## config.mk

```make
export PLATFORM = sky130hd
export DESIGN_NAME = uart_tx_sequencer
export DESIGN_NICKNAME = d
export VERILOG_FILES = /design/src/rtl/uart_tx_sequencer.sv
export SDC_FILE = /design/constraint.sdc
export NUM_CORES = 1
export LEC_CHECK = 0
export CORE_ASPECT_RATIO = 0.7
export CORE_MARGIN = 8
export CORE_UTILIZATION = 55
export CTS_BUF_LIST = sky130_fd_sc_hd__clkbuf_8
export DETAILED_ROUTE_END_ITERATION = 6
export DONT_BUFFER_PORTS = 1
export PLACE_DENSITY_LB_ADDON = 0.2
export SYNTH_ARGS = -nofsm -noshare
export SYNTH_HDL_FRONTEND = slang
export SYNTH_SLANG_ARGS = --single-unit
```

## constraint.sdc

```tcl
create_clock -name clk -period 2.2 [get_ports clk]
set_input_delay 0.22 -clock clk [delete_from_list [all_inputs] [get_ports clk]]
set_output_delay 0.22 -clock clk [all_outputs]
set_load 0.03 [all_outputs]
```

## src/rtl/uart_tx_sequencer.sv

```systemverilog
// ---------------------------------------------------------------------------
// uart_tx_sequencer
//
// Frame controller for the UART transmit path. A parallel word is captured
// from the host write interface and sent as one frame:
//     start(0), DATA_BITS data bits LSB first, parity, stop(1)
// Each bit lasts CLKS_PER_BIT clocks, timed by an internal baud counter.
// The block does not drive the line itself; it steers an external 4:1 mux.
//
// Mux select encoding {S0,S1}:
//     00 = start (constant 0)
//     01 = Data_Bit
//     10 = Parity_Bit
//     11 = stop / idle (constant 1)
//
// Parameters
//     CLKS_PER_BIT  clocks per UART bit (>= 1)
//     DATA_BITS     data bits per frame (5..8)
//     PARITY_ODD    0 = even parity, 1 = odd parity
//
// Ports
//     clk         in   system clock, rising edge
//     rst_n       in   asynchronous reset, active low
//     tx_start    in   send request, only looked at while tx_busy = 0
//     tx_data     in   word to send, captured when the request is accepted
//     tx_busy     out  high for the whole frame (start through stop)
//     tx_done     out  one-cycle pulse in the first idle cycle after stop
//     S0, S1      out  mux select lines
//     Data_Bit    out  current data bit (0 outside the data phase)
//     Parity_Bit  out  parity of the captured word, held until next accept
//
// All outputs come straight from flops. Their next values are derived from
// the next state, so the outputs change on the same edge as the state.
// ---------------------------------------------------------------------------
module uart_tx_sequencer #(
    parameter int CLKS_PER_BIT = 868,
    parameter int DATA_BITS    = 8,
    parameter bit PARITY_ODD   = 1'b0
) (
    input  logic                 clk,
    input  logic                 rst_n,
    input  logic                 tx_start,
    input  logic [DATA_BITS-1:0] tx_data,
    output logic                 tx_busy,
    output logic                 tx_done,
    output logic                 S0,
    output logic                 S1,
    output logic                 Data_Bit,
    output logic                 Parity_Bit
);

    // Counter widths. A one-clock bit still needs a 1-bit counter.
    localparam int BAUD_W = (CLKS_PER_BIT > 1) ? $clog2(CLKS_PER_BIT) : 1;
    localparam int BIT_W  = (DATA_BITS > 1) ? $clog2(DATA_BITS) : 1;

    localparam logic [BAUD_W-1:0] BAUD_LAST = BAUD_W'(CLKS_PER_BIT - 1);
    localparam logic [BIT_W-1:0]  BIT_LAST  = BIT_W'(DATA_BITS - 1);

    typedef enum logic [2:0] {
        ST_IDLE   = 3'd0,
        ST_START  = 3'd1,
        ST_DATA   = 3'd2,
        ST_PARITY = 3'd3,
        ST_STOP   = 3'd4
    } state_t;

    state_t                 state_reg,    state_next;
    logic [BAUD_W-1:0]      baud_reg,     baud_next;
    logic [BIT_W-1:0]       bit_reg,      bit_next;
    logic [DATA_BITS-1:0]   data_reg,     data_next;
    logic                   parity_reg,   parity_next;
    logic                   s0_reg,       s0_next;
    logic                   s1_reg,       s1_next;
    logic                   data_bit_reg, data_bit_next;
    logic                   busy_reg,     busy_next;
    logic                   done_reg,     done_next;

    logic                   baud_wrap;
    logic                   parity_calc;

    // Last clock of the current bit; every state/bit advance happens here.
    assign baud_wrap = (baud_reg == BAUD_LAST);

    // Parity of the incoming word, taken at accept time.
    assign parity_calc = (^tx_data) ^ PARITY_ODD;

    // -----------------------------------------------------------------------
    // State register and datapath registers
    // -----------------------------------------------------------------------
    always_ff @(posedge clk or negedge rst_n) begin
        if (!rst_n) begin
            state_reg    <= ST_IDLE;
            baud_reg     <= '0;
            bit_reg      <= '0;
            data_reg     <= '0;
            parity_reg   <= 1'b0;
            s0_reg       <= 1'b1;
            s1_reg       <= 1'b1;
            data_bit_reg <= 1'b0;
            busy_reg     <= 1'b0;
            done_reg     <= 1'b0;
        end else begin
            state_reg    <= state_next;
            baud_reg     <= baud_next;
            bit_reg      <= bit_next;
            data_reg     <= data_next;
            parity_reg   <= parity_next;
            s0_reg       <= s0_next;
            s1_reg       <= s1_next;
            data_bit_reg <= data_bit_next;
            busy_reg     <= busy_next;
            done_reg     <= done_next;
        end
    end

    // -----------------------------------------------------------------------
    // Next-state, counters and registered-output values
    // -----------------------------------------------------------------------
    always_comb begin
        state_next    = state_reg;
        baud_next     = baud_reg;
        bit_next      = bit_reg;
        data_next     = data_reg;
        parity_next   = parity_reg;
        done_next     = 1'b0;
        s0_next       = 1'b1;
        s1_next       = 1'b1;
        data_bit_next = 1'b0;
        busy_next     = 1'b0;

        case (state_reg)
            ST_IDLE: begin
                // Capture word and parity together so Parity_Bit is
                // stable for the whole frame and afterwards.
                if (tx_start) begin
                    state_next  = ST_START;
                    baud_next   = '0;
                    bit_next    = '0;
                    data_next   = tx_data;
                    parity_next = parity_calc;
                end
            end
            ST_START: begin
                if (baud_wrap) begin
                    state_next = ST_DATA;
                    bit_next   = '0;
                end
            end
            ST_DATA: begin
                if (baud_wrap) begin
                    if (bit_reg == BIT_LAST) begin
                        state_next = ST_PARITY;
                    end else begin
                        bit_next = bit_reg + 1'b1;
                    end
                end
            end
            ST_PARITY: begin
                if (baud_wrap) begin
                    state_next = ST_STOP;
                end
            end
            ST_STOP: begin
                if (baud_wrap) begin
                    state_next = ST_IDLE;
                    done_next  = 1'b1;
                end
            end
            default: begin
                state_next = ST_IDLE;
            end
        endcase

        // The baud counter only runs inside a frame and always leaves a
        // frame at zero, so a new frame starts with a full-length start bit.
        if (state_reg != ST_IDLE) begin
            baud_next = baud_wrap ? '0 : baud_reg + 1'b1;
        end

        // Outputs follow the state being entered so they line up with it.
        case (state_next)
            ST_START: begin
                s0_next = 1'b0;
                s1_next = 1'b0;
            end
            ST_DATA: begin
                s0_next       = 1'b0;
                s1_next       = 1'b1;
                data_bit_next = data_next[bit_next];
            end
            ST_PARITY: begin
                s0_next = 1'b1;
                s1_next = 1'b0;
            end
            default: begin
                s0_next = 1'b1;
                s1_next = 1'b1;
            end
        endcase

        busy_next = (state_next != ST_IDLE);
    end

    assign tx_busy    = busy_reg;
    assign tx_done    = done_reg;
    assign S0         = s0_reg;
    assign S1         = s1_reg;
    assign Data_Bit   = data_bit_reg;
    assign Parity_Bit = parity_reg;

endmodule

```

# Word level (Yosys, flattened, before mapping)
# Index checks and enable logic that the tools add are counted.
[op_classes]
n_addsub = 2
n_mul = 0
div_mod_pow = 0
shift = 0
bitwise = 0
mux = 25
magnitude_cmp = 1
n_eq_ne = 9
reduce_logical = 10
[ops]
columns = ["cell", "count"]
rows = [
  ["two-way mux 10 bit", 4],
  ["two-way mux 3 bit", 10],
  ["two-way mux 8 bit", 2],
  ["case mux 3 bit (5 select lines)", 1],
  ["== test 3 x 2 -> 1 bit, second input constant", 4],
  ["adder 10 x 1 -> 10 bit, second input constant", 1],
  ["== test 10 bit, second input constant", 1],
  ["case mux 3 bit (3 select lines)", 1],
  ["parity 8 bit", 1],
  ["== test 3 x 1 -> 1 bit, second input constant", 2],
  ["== test 3 bit, second input constant", 2],
  ["two-way mux 1 bit", 6],
  ["nonzero test 3 bit", 2],
  ["< comparator 3 x 4 -> 1 bit, second input constant", 1],
  ["AND reduction 2 bit", 2],
  ["nonzero test 2 bit", 2],
  ["OR reduction 2 bit", 2],
  ["adder 3 x 1 -> 3 bit, second input constant", 1],
  ["binary-select mux 1 bit (select 3 bit)", 1],
  ["logical NOT 3 bit", 1],
]
[word_totals]
memories = 0
output_inout_bits = 6
ram_bits = 0
latchBits = 0
rom_bits = 0
regBits = 30

# Depth between registers and ports, before layout
# Gate-level depths: netlist of the first run.
[logic_depth]
depth_word = 7
depth_mapped = 8
ltp_nobuf = 7

# Least setup slack after synthesis of the first run
# Ideal clock, no wire load.
[synth_path]
path_type = "reg-to-reg"
startpoint = "register baud_reg[0]"
endpoint = "register data_bit_reg (netlist: Data_Bit)"
path_buffers = 0
t_required_ns = 2.118
stages_incl_launch_ff = 8
synth_period_minus_slack_ns = 1.987
setup_time_ns = 0.082
path_slack_ns = 0.213
arrival_ns = 1.905
cell_sequence = "dfrtp_1 > ha_1 > nor3b_2 > a41oi_2 > o31a_1 > a221oi_1 > a22oi_1 > a31oi_1"
[synth_via]
elab_chain_len = 6
word_cells_on_any_way = 13
classes_between = "2 x eq/ne; 11 x mux"
[synth_lines]
columns = ["element", "line", "text"]
rows = [
  ["from (decl)", "68", "logic [BAUD_W-1:0] baud_reg, baud_next;"],
  ["from (signal assigned)", "104", "baud_reg <= baud_next;"],
  ["== test 10 bit (*)", "82", "assign baud_wrap = (baud_reg == BAUD_LAST);"],
  ["two-way mux 3 bit (on tied branches)", "150, 144", ""],
  ["case mux 3 bit (3 select lines) (*)", "131", "case (state_reg)"],
  ["named net bit_next[2]", "69", "logic [BIT_W-1:0] bit_reg, bit_next;"],
  ["binary-select mux 1 bit (select 3 bit) (*)", "189", "data_bit_next = data_next[bit_next];"],
  ["two-way mux 1 bit (implied by the code) (*)", "189", ""],
  ["two-way mux 1 bit (*)", "181", "case (state_next)"],
  ["named net data_bit_next", "74", "logic data_bit_reg, data_bit_next;"],
  ["to (signal assigned)", "110", "data_bit_reg <= data_bit_next;"],
  ["to (decl)", "74", ""],
]
# Mark *: on every way through the listed nets, which the timed path passes. The rest lies on a longest branch. The select of a mux whose other input is x is not followed.
# A chain may end at the register's enable or synchronous reset.

# Worst setup path in the final report of the first run
# Ends and elaborated chain as after synthesis.

==> flow_metrics.env, run 1 <==
export IMPL_htreeDepth=2
export IMPL_cts_sinks=30
export IMPL_fin_ws_ns=0.117
export IMPL_rrSetupSlack_ns=0.12
export IMPL_layout_common_cells="dfrtp_1 (28), o21ai_0 (17), nand2_1 (16), inv_1 (15), nor2_1 (14)"
export IMPL_place_ws_ns=-0.00713
export IMPL_synth_top_family_by_area="simple AND/OR/NAND/NOR gates"
export IMPL_synth_warning_count=0
export IMPL_dieArea_sq_um=5060
export IMPL_yosys_area_share_simple=0.225
export IMPL_num_rows=16
export IMPL_clk_latency_ns=0.27
export IMPL_worstMarginPinSlew_ns=0.488
export IMPL_ios=17
export IMPL_place_gp_congestion=0.926
export IMPL_core_sq_um=2840
export IMPL_critPathTopFamily="compound AO/OA/AOI/OAI gates"
export IMPL_crit_type="register to register"
export IMPL_track_usage=0.153
export IMPL_areaGrowthSynthToFinish_pct=16.4
export IMPL_vias_per_cell=6.02
export IMPL_antenna_left=0
export IMPL_final_common_cell="dfrtp_1"
export IMPL_largest_reg_flops=10
export IMPL_drv_slew=0
export IMPL_syn_num_nets=188
export IMPL_drc=0
export IMPL_hpwl_mm=2.61
export IMPL_synth_xor_area_share=0.0580
export IMPL_port_buffers=0
export IMPL_muxShareOfSynthArea=0.0241
export IMPL_grt_overflow=0
export IMPL_numCtsBuffers=5
export IMPL_setup_tns_ns=0
export IMPL_critPathBufInv=0
export IMPL_crit_chain="ha_4 -> nor3b_4 -> a41oi_2 -> o31a_1 -> a221oi_2 -> a22oi_1 -> a31oi_1"
export IMPL_fillers=220
export IMPL_power_per_cell_area_nw_per_um2=804
export IMPL_start_util=0.585
export IMPL_fmax_mhz=480
export IMPL_vias=1361
export IMPL_syn_area_sq_um=1660
export IMPL_cts_tree="done"
export IMPL_die_w_microns=81.7
export IMPL_antenna_found_initial=0
export IMPL_synth_top_cells_by_area="dfrtp_1 (42%), o21ai_0 (5.1%), xnor2_1 (4.7%)"
export IMPL_ys_types=48
export IMPL_slowest_stage="o31a_1"
export IMPL_synthCells=175
export IMPL_vdd_drop_max_mv=0.626
export IMPL_grt_max_degree=31
export IMPL_drive_above_1_share=0.179
export IMPL_cts_root_buf="clkbuf_8"
export IMPL_crit_fanout=5
export IMPL_setup_violations=0
export IMPL_grt_pass1_wl_mm=5.93
export IMPL_clkTransAtPathRegs_ns=0.06
export IMPL_slew_limit_headroom=0.672
export IMPL_drv_cap=0
export IMPL_async_flop_share=1.00
export IMPL_synth_compound_area_frac=0.178
export IMPL_fin_nets=202
export IMPL_clockBufferDepth=2
export IMPL_drtIter0Drc=88
export IMPL_yosysTopAreaCell="dfrtp_1"
export IMPL_clock_skew_ns=0.00543
export IMPL_period_share=0.947
export IMPL_hold_viol_final=0
export IMPL_crit_path_end_kind="register"
export IMPL_status="finished, final reports clean"
export IMPL_ys_flop_type="dfrtp_1"
export IMPL_first_pass_iters=4
export IMPL_fin_crit_ns=2.08
export IMPL_arrival_ns=2.28
export IMPL_ys_seq_area_frac=0.453
export IMPL_wl_mm=3.69
export IMPL_leakage_nw=0.806
export IMPL_critPathRequiredTime_ns=2.40
export IMPL_cp_slowest_stage_delay_ns=0.42
export IMPL_first_global_vias=1283
export IMPL_die_h_microns=62.0
export IMPL_num_antenna_cells=0
export IMPL_synth_seq_cells=30
export IMPL_netlist_area_leader_share=0.422
export IMPL_synth_edf_count=0
export IMPL_synth_fa_ha_area_frac=0.0151
export IMPL_routedWlPerCell_microns=16.3
export IMPL_cp_start_kind="register"
export IMPL_hold_class="input port to register"
export IMPL_syn_mean_instance_area_sq_um=9.49
layer usage:
layer | vias to the layer above | track usage | share of wire
met5 | - | 0 | 0
met4 | 0 | 0.0398 | 0.0092
met3 | 8 | 0.0589 | 0.086
met2 | 38 | 0.221 | 0.43
met1 | 659 | 0.207 | 0.48
li1 | 656 | - | -
area by class of cell:
class,count,area [sq um],share of cell area
clock buffers,5,68.8,0.0356
multi-input cells,126,896,0.463
well taps,36,45.0,0.0233
inverters,14,52.6,0.0272
clock inverters,3,13.8,0.00712
flip-flops and latches,30,753,0.389
repair buffers,12,105,0.0543
logic make-up after synthesis:
kind of cell    Yosys count
flops                    30
compound gates           43
xor+xnor                 11
mux                       4
simple gates             66
buf+inv                  19
fa+ha+maj                 2
worst reg2reg max path, stage by stage (launching register included):
cell and delay [ns]:
dfrtp_1 0.41, ha_4 0.17, nor3b_4 0.25, a41oi_2 0.17, o31a_1 0.42, a221oi_2 0.29
a22oi_1 0.13, a31oi_1 0.17
power by group:
group	leakage (nW)	switching [W]	internal [W]
Clock	0.0491	0.000204	0.000214
Sequential	0.368	0.000135	0.000652
Combinational	0.389	0.000170	0.000182
Total	0.806	0.000509	0.00105
through the flow:
stage | power, W | cells | area, sq um | utilization | hold WS (ns)
finish | 0.00156 | 226 | 1930 | 0.680 | 0.0622
global route | 0.00165 | 226 | 1930 | 0.680 | 0.0634
CTS | 0.00150 | 224 | 1860 | 0.654 | 0.0620
detailed placement | 0.00106 | 214 | 1740 | 0.613 | -0.0747
global placement | 0.00104 | 214 | 1740 | 0.613 | -0.0745
floorplan | 0.000972 | 175 | 1660 | - | -0.0756
worst paths after layout:
kind                                          from                      end  cells past startpoint
max                        baud_reg[0]$_DFFE_PN0P_       Data_Bit$_DFF_PN0_                      7
min                                     tx_data[5]    data_reg[5]$_DFF_PN0_                      2
max reg2reg                baud_reg[0]$_DFFE_PN0P_       Data_Bit$_DFF_PN0_                      7
min reg2reg                  data_reg[0]$_DFF_PN0_    data_reg[0]$_DFF_PN0_                      2
max in group asynchronous                    rst_n             S1$_DFF_PN1_                      2
min in group asynchronous                    rst_n  baud_reg[4]$_DFFE_PN0P_                      2
what timing repair did:
action	CTS	global route
hold endpoints to repair	30	0
endpoints found under the setup margin	1	1
hold buffers	2	0
setup buffers	0	2
pin swaps	0	5
resized for setup	1	9
synth_stat cells (2+ instances only):
master and count:
nand2b_1 3, nand3_1 5, a221oi_1 3, and2_1 4, xor2_1 2, nand4bb_1 2, o311ai_1 2, nor3_1 2
nor2_1 14, dfstp_2 2, a31oi_1 2, o21ai_0 17, mux2i_1 4, ha_1 2, nor2b_1 3, nand2_1 16
or3_1 2, o31ai_1 3, nand3b_1 2, dfrtp_1 28, and3_1 3, a21oi_1 3, inv_1 14, buf_2 2
xnor2_1 9, o21ai_1 3, nor4_1 2
No activity file was read; power rests on OpenSTA's default activity.
==> run 2: changes to the inputs <==
- PLACE_DENSITY: not set -> 0.7
- PLACE_DENSITY_LB_ADDON: 0.2 -> not set
==> run 2 against run 1 <==
Non-clock buffer count fell by 1. Wire length fell by 2.4%. First-iteration DRC count rose by 73%. Core utilization rose by 0.31 points. Cell count fell by 0.44%. Combinational power barely moved.
==> flow_metrics.env, run 2 (synthesis gave the netlist of run 1 again) <==
export IMPL_period_share=0.958
export IMPL_clockBufferDepth=2
export IMPL_clkTransAtPathRegs_ns=0.07
export IMPL_first_pass_iters=4
export IMPL_crit_path_end_kind="register"
export IMPL_numCtsBuffers=5
export IMPL_rsz0062_at_grt="false"
export IMPL_critPathRequiredTime_ns=2.39
export IMPL_status="finished, final reports clean"
export IMPL_fin_crit_ns=2.11
export IMPL_slew_limit_headroom=0.683
export IMPL_port_buffers=0
export IMPL_htreeDepth=2
export IMPL_cts_tree="done"
export IMPL_antenna_left=0
export IMPL_ios=17
export IMPL_final_util=0.684
export IMPL_crit_chain="ha_4 -> nor3b_4 -> a41oi_2 -> o31a_1 -> a221oi_2 -> a22oi_1 -> a31oi_1"
export IMPL_critPathTopFamily="compound AO/OA/AOI/OAI gates"
export IMPL_areaGrowthSynthToFinish_pct=16.9
export IMPL_track_usage=0.151
export IMPL_fmax_mhz=475
export IMPL_hold_ws_ns=0.0509
export IMPL_num_rows=16
export IMPL_critPathBufInv=0
export IMPL_final_common_cell="dfrtp_1"
export IMPL_vias_per_cell=5.86
export IMPL_core_sq_um=2840
export IMPL_grt_max_degree=31
export IMPL_crit_fanout=5
export IMPL_drv_slew=0
export IMPL_clk_latency_ns=0.29
export IMPL_hold_viol_final=0
export IMPL_antenna_found_initial=0
export IMPL_first_global_vias=1205
export IMPL_fillers=221
export IMPL_largest_reg_flops=10
export IMPL_place_gp_congestion=0.898
export IMPL_grt_pass1_wl_mm=5.82
export IMPL_layout_common_cells="dfrtp_1 (28), o21ai_0 (17), nand2_1 (16), inv_1 (15), nor2_1 (14)"
export IMPL_hpwl_mm=2.60
export IMPL_cp_start_kind="register"
export IMPL_drtIter0Drc=152
export IMPL_dieArea_sq_um=5060
export IMPL_post_route_cell_area_sq_um=1940
export IMPL_fin_nets=201
export IMPL_slowest_stage="dfrtp_1"
export IMPL_setup_violations=0
export IMPL_clock_skew_ns=0.0150
export IMPL_worstMarginPinSlew_ns=0.476
export IMPL_post_dp_cell_area_sq_um=1730
export IMPL_routedWlPerCell_microns=16.0
export IMPL_crit_type="register to register"
export IMPL_cp_slowest_stage_delay_ns=0.40
export IMPL_vias=1318
export IMPL_die_h_microns=62.0
export IMPL_vdd_drop_max_mv=0.629
export IMPL_start_util=0.585
export IMPL_num_antenna_cells=0
export IMPL_arrival_ns=2.30
export IMPL_drc=0
export IMPL_wl_mm=3.60
export IMPL_die_w_microns=81.7
export IMPL_drv_cap=0
export IMPL_cts_root_buf="clkbuf_8"
export IMPL_leakage_nw=0.801
export IMPL_drive_above_1_share=0.185
export IMPL_grt_overflow=0
export IMPL_hold_class="input port to register"
export IMPL_power_per_cell_area_nw_per_um2=798
export IMPL_cts_sinks=30
==> run 2: changes by cell type in the layout (fill, tap and decap cells not counted) <==
cell     delta
nor4_2      +1
nand3_2     -1
or3b_4      +1
buf_4       -1
or3b_1      -1
nand3_4     +1
nor4_1      -1
==> run 2: per-stage QoR <==
stage	power [W]	setup TNS, ns	std cells	worst slack (ns)
2_1_floorplan	0.000972	0	175	0.213
3_3_place_gp	0.00103	-0.0580	213	-0.0580
3_5_place_dp	0.00105	-0.0801	213	-0.0801
4_1_cts	0.00151	0	223	0.0290
5_1_grt	0.00165	0	225	0.000929
6_report	0.00155	0	225	0.0934
==> run 2: metal layers <==
layer	vias to the layer above	GRT usage	wire length, microns
met1	619	0.203	1710
met2	45	0.218	1570
met4	0	0.0299	0
met5	-	0	0
met3	0	0.0690	313
li1	654	-	-
==> run 2: layout make-up <==
class                      count  area (sq um)  share of cell area
timing repair buffer          11          97.6              0.0502
clock inverter                 3          13.8             0.00708
multi-input combinational    126           912               0.469
clock buffer                   5          68.8              0.0354
sequential                    30           753               0.388
tap                           36          45.0              0.0232
inverter                      14          52.6              0.0270
==> run 2: power breakdown <==
part	switching [W]	internal, W	total, W
Sequential	0.000129	0.000651	0.000780
Combinational	0.000170	0.000180	0.000350
Clock	0.000207	0.000214	0.000421
Total	0.000506	0.00105	0.00155
==> run 2: path summary, 6_finish.rpt <==
path / startpoint / to / slack, ns / depth (start not counted)
max: baud_reg[0]$_DFFE_PN0P_ / Data_Bit$_DFF_PN0_ / 0.09 / 7
min: tx_data[6] / data_reg[6]$_DFF_PN0_ / 0.05 / 2
max reg2reg: baud_reg[0]$_DFFE_PN0P_ / Data_Bit$_DFF_PN0_ / 0.09 / 7
min reg2reg: data_reg[1]$_DFF_PN0_ / data_reg[1]$_DFF_PN0_ / 0.52 / 2
max in group asynchronous: rst_n / S0$_DFF_PN1_ / 1.58 / 2
min in group asynchronous: rst_n / data_reg[7]$_DFF_PN0_ / 0.37 / 2
==> run 2: what timing repair did <==
item / in CTS / in global routing
pin swaps: 0 / 4
gates resized for setup: 3 / 10
setup endpoints to repair: 1 / 1
hold endpoints to repair: 30 / 0
hold buffers: 2 / 0
setup buffers: 0 / 2
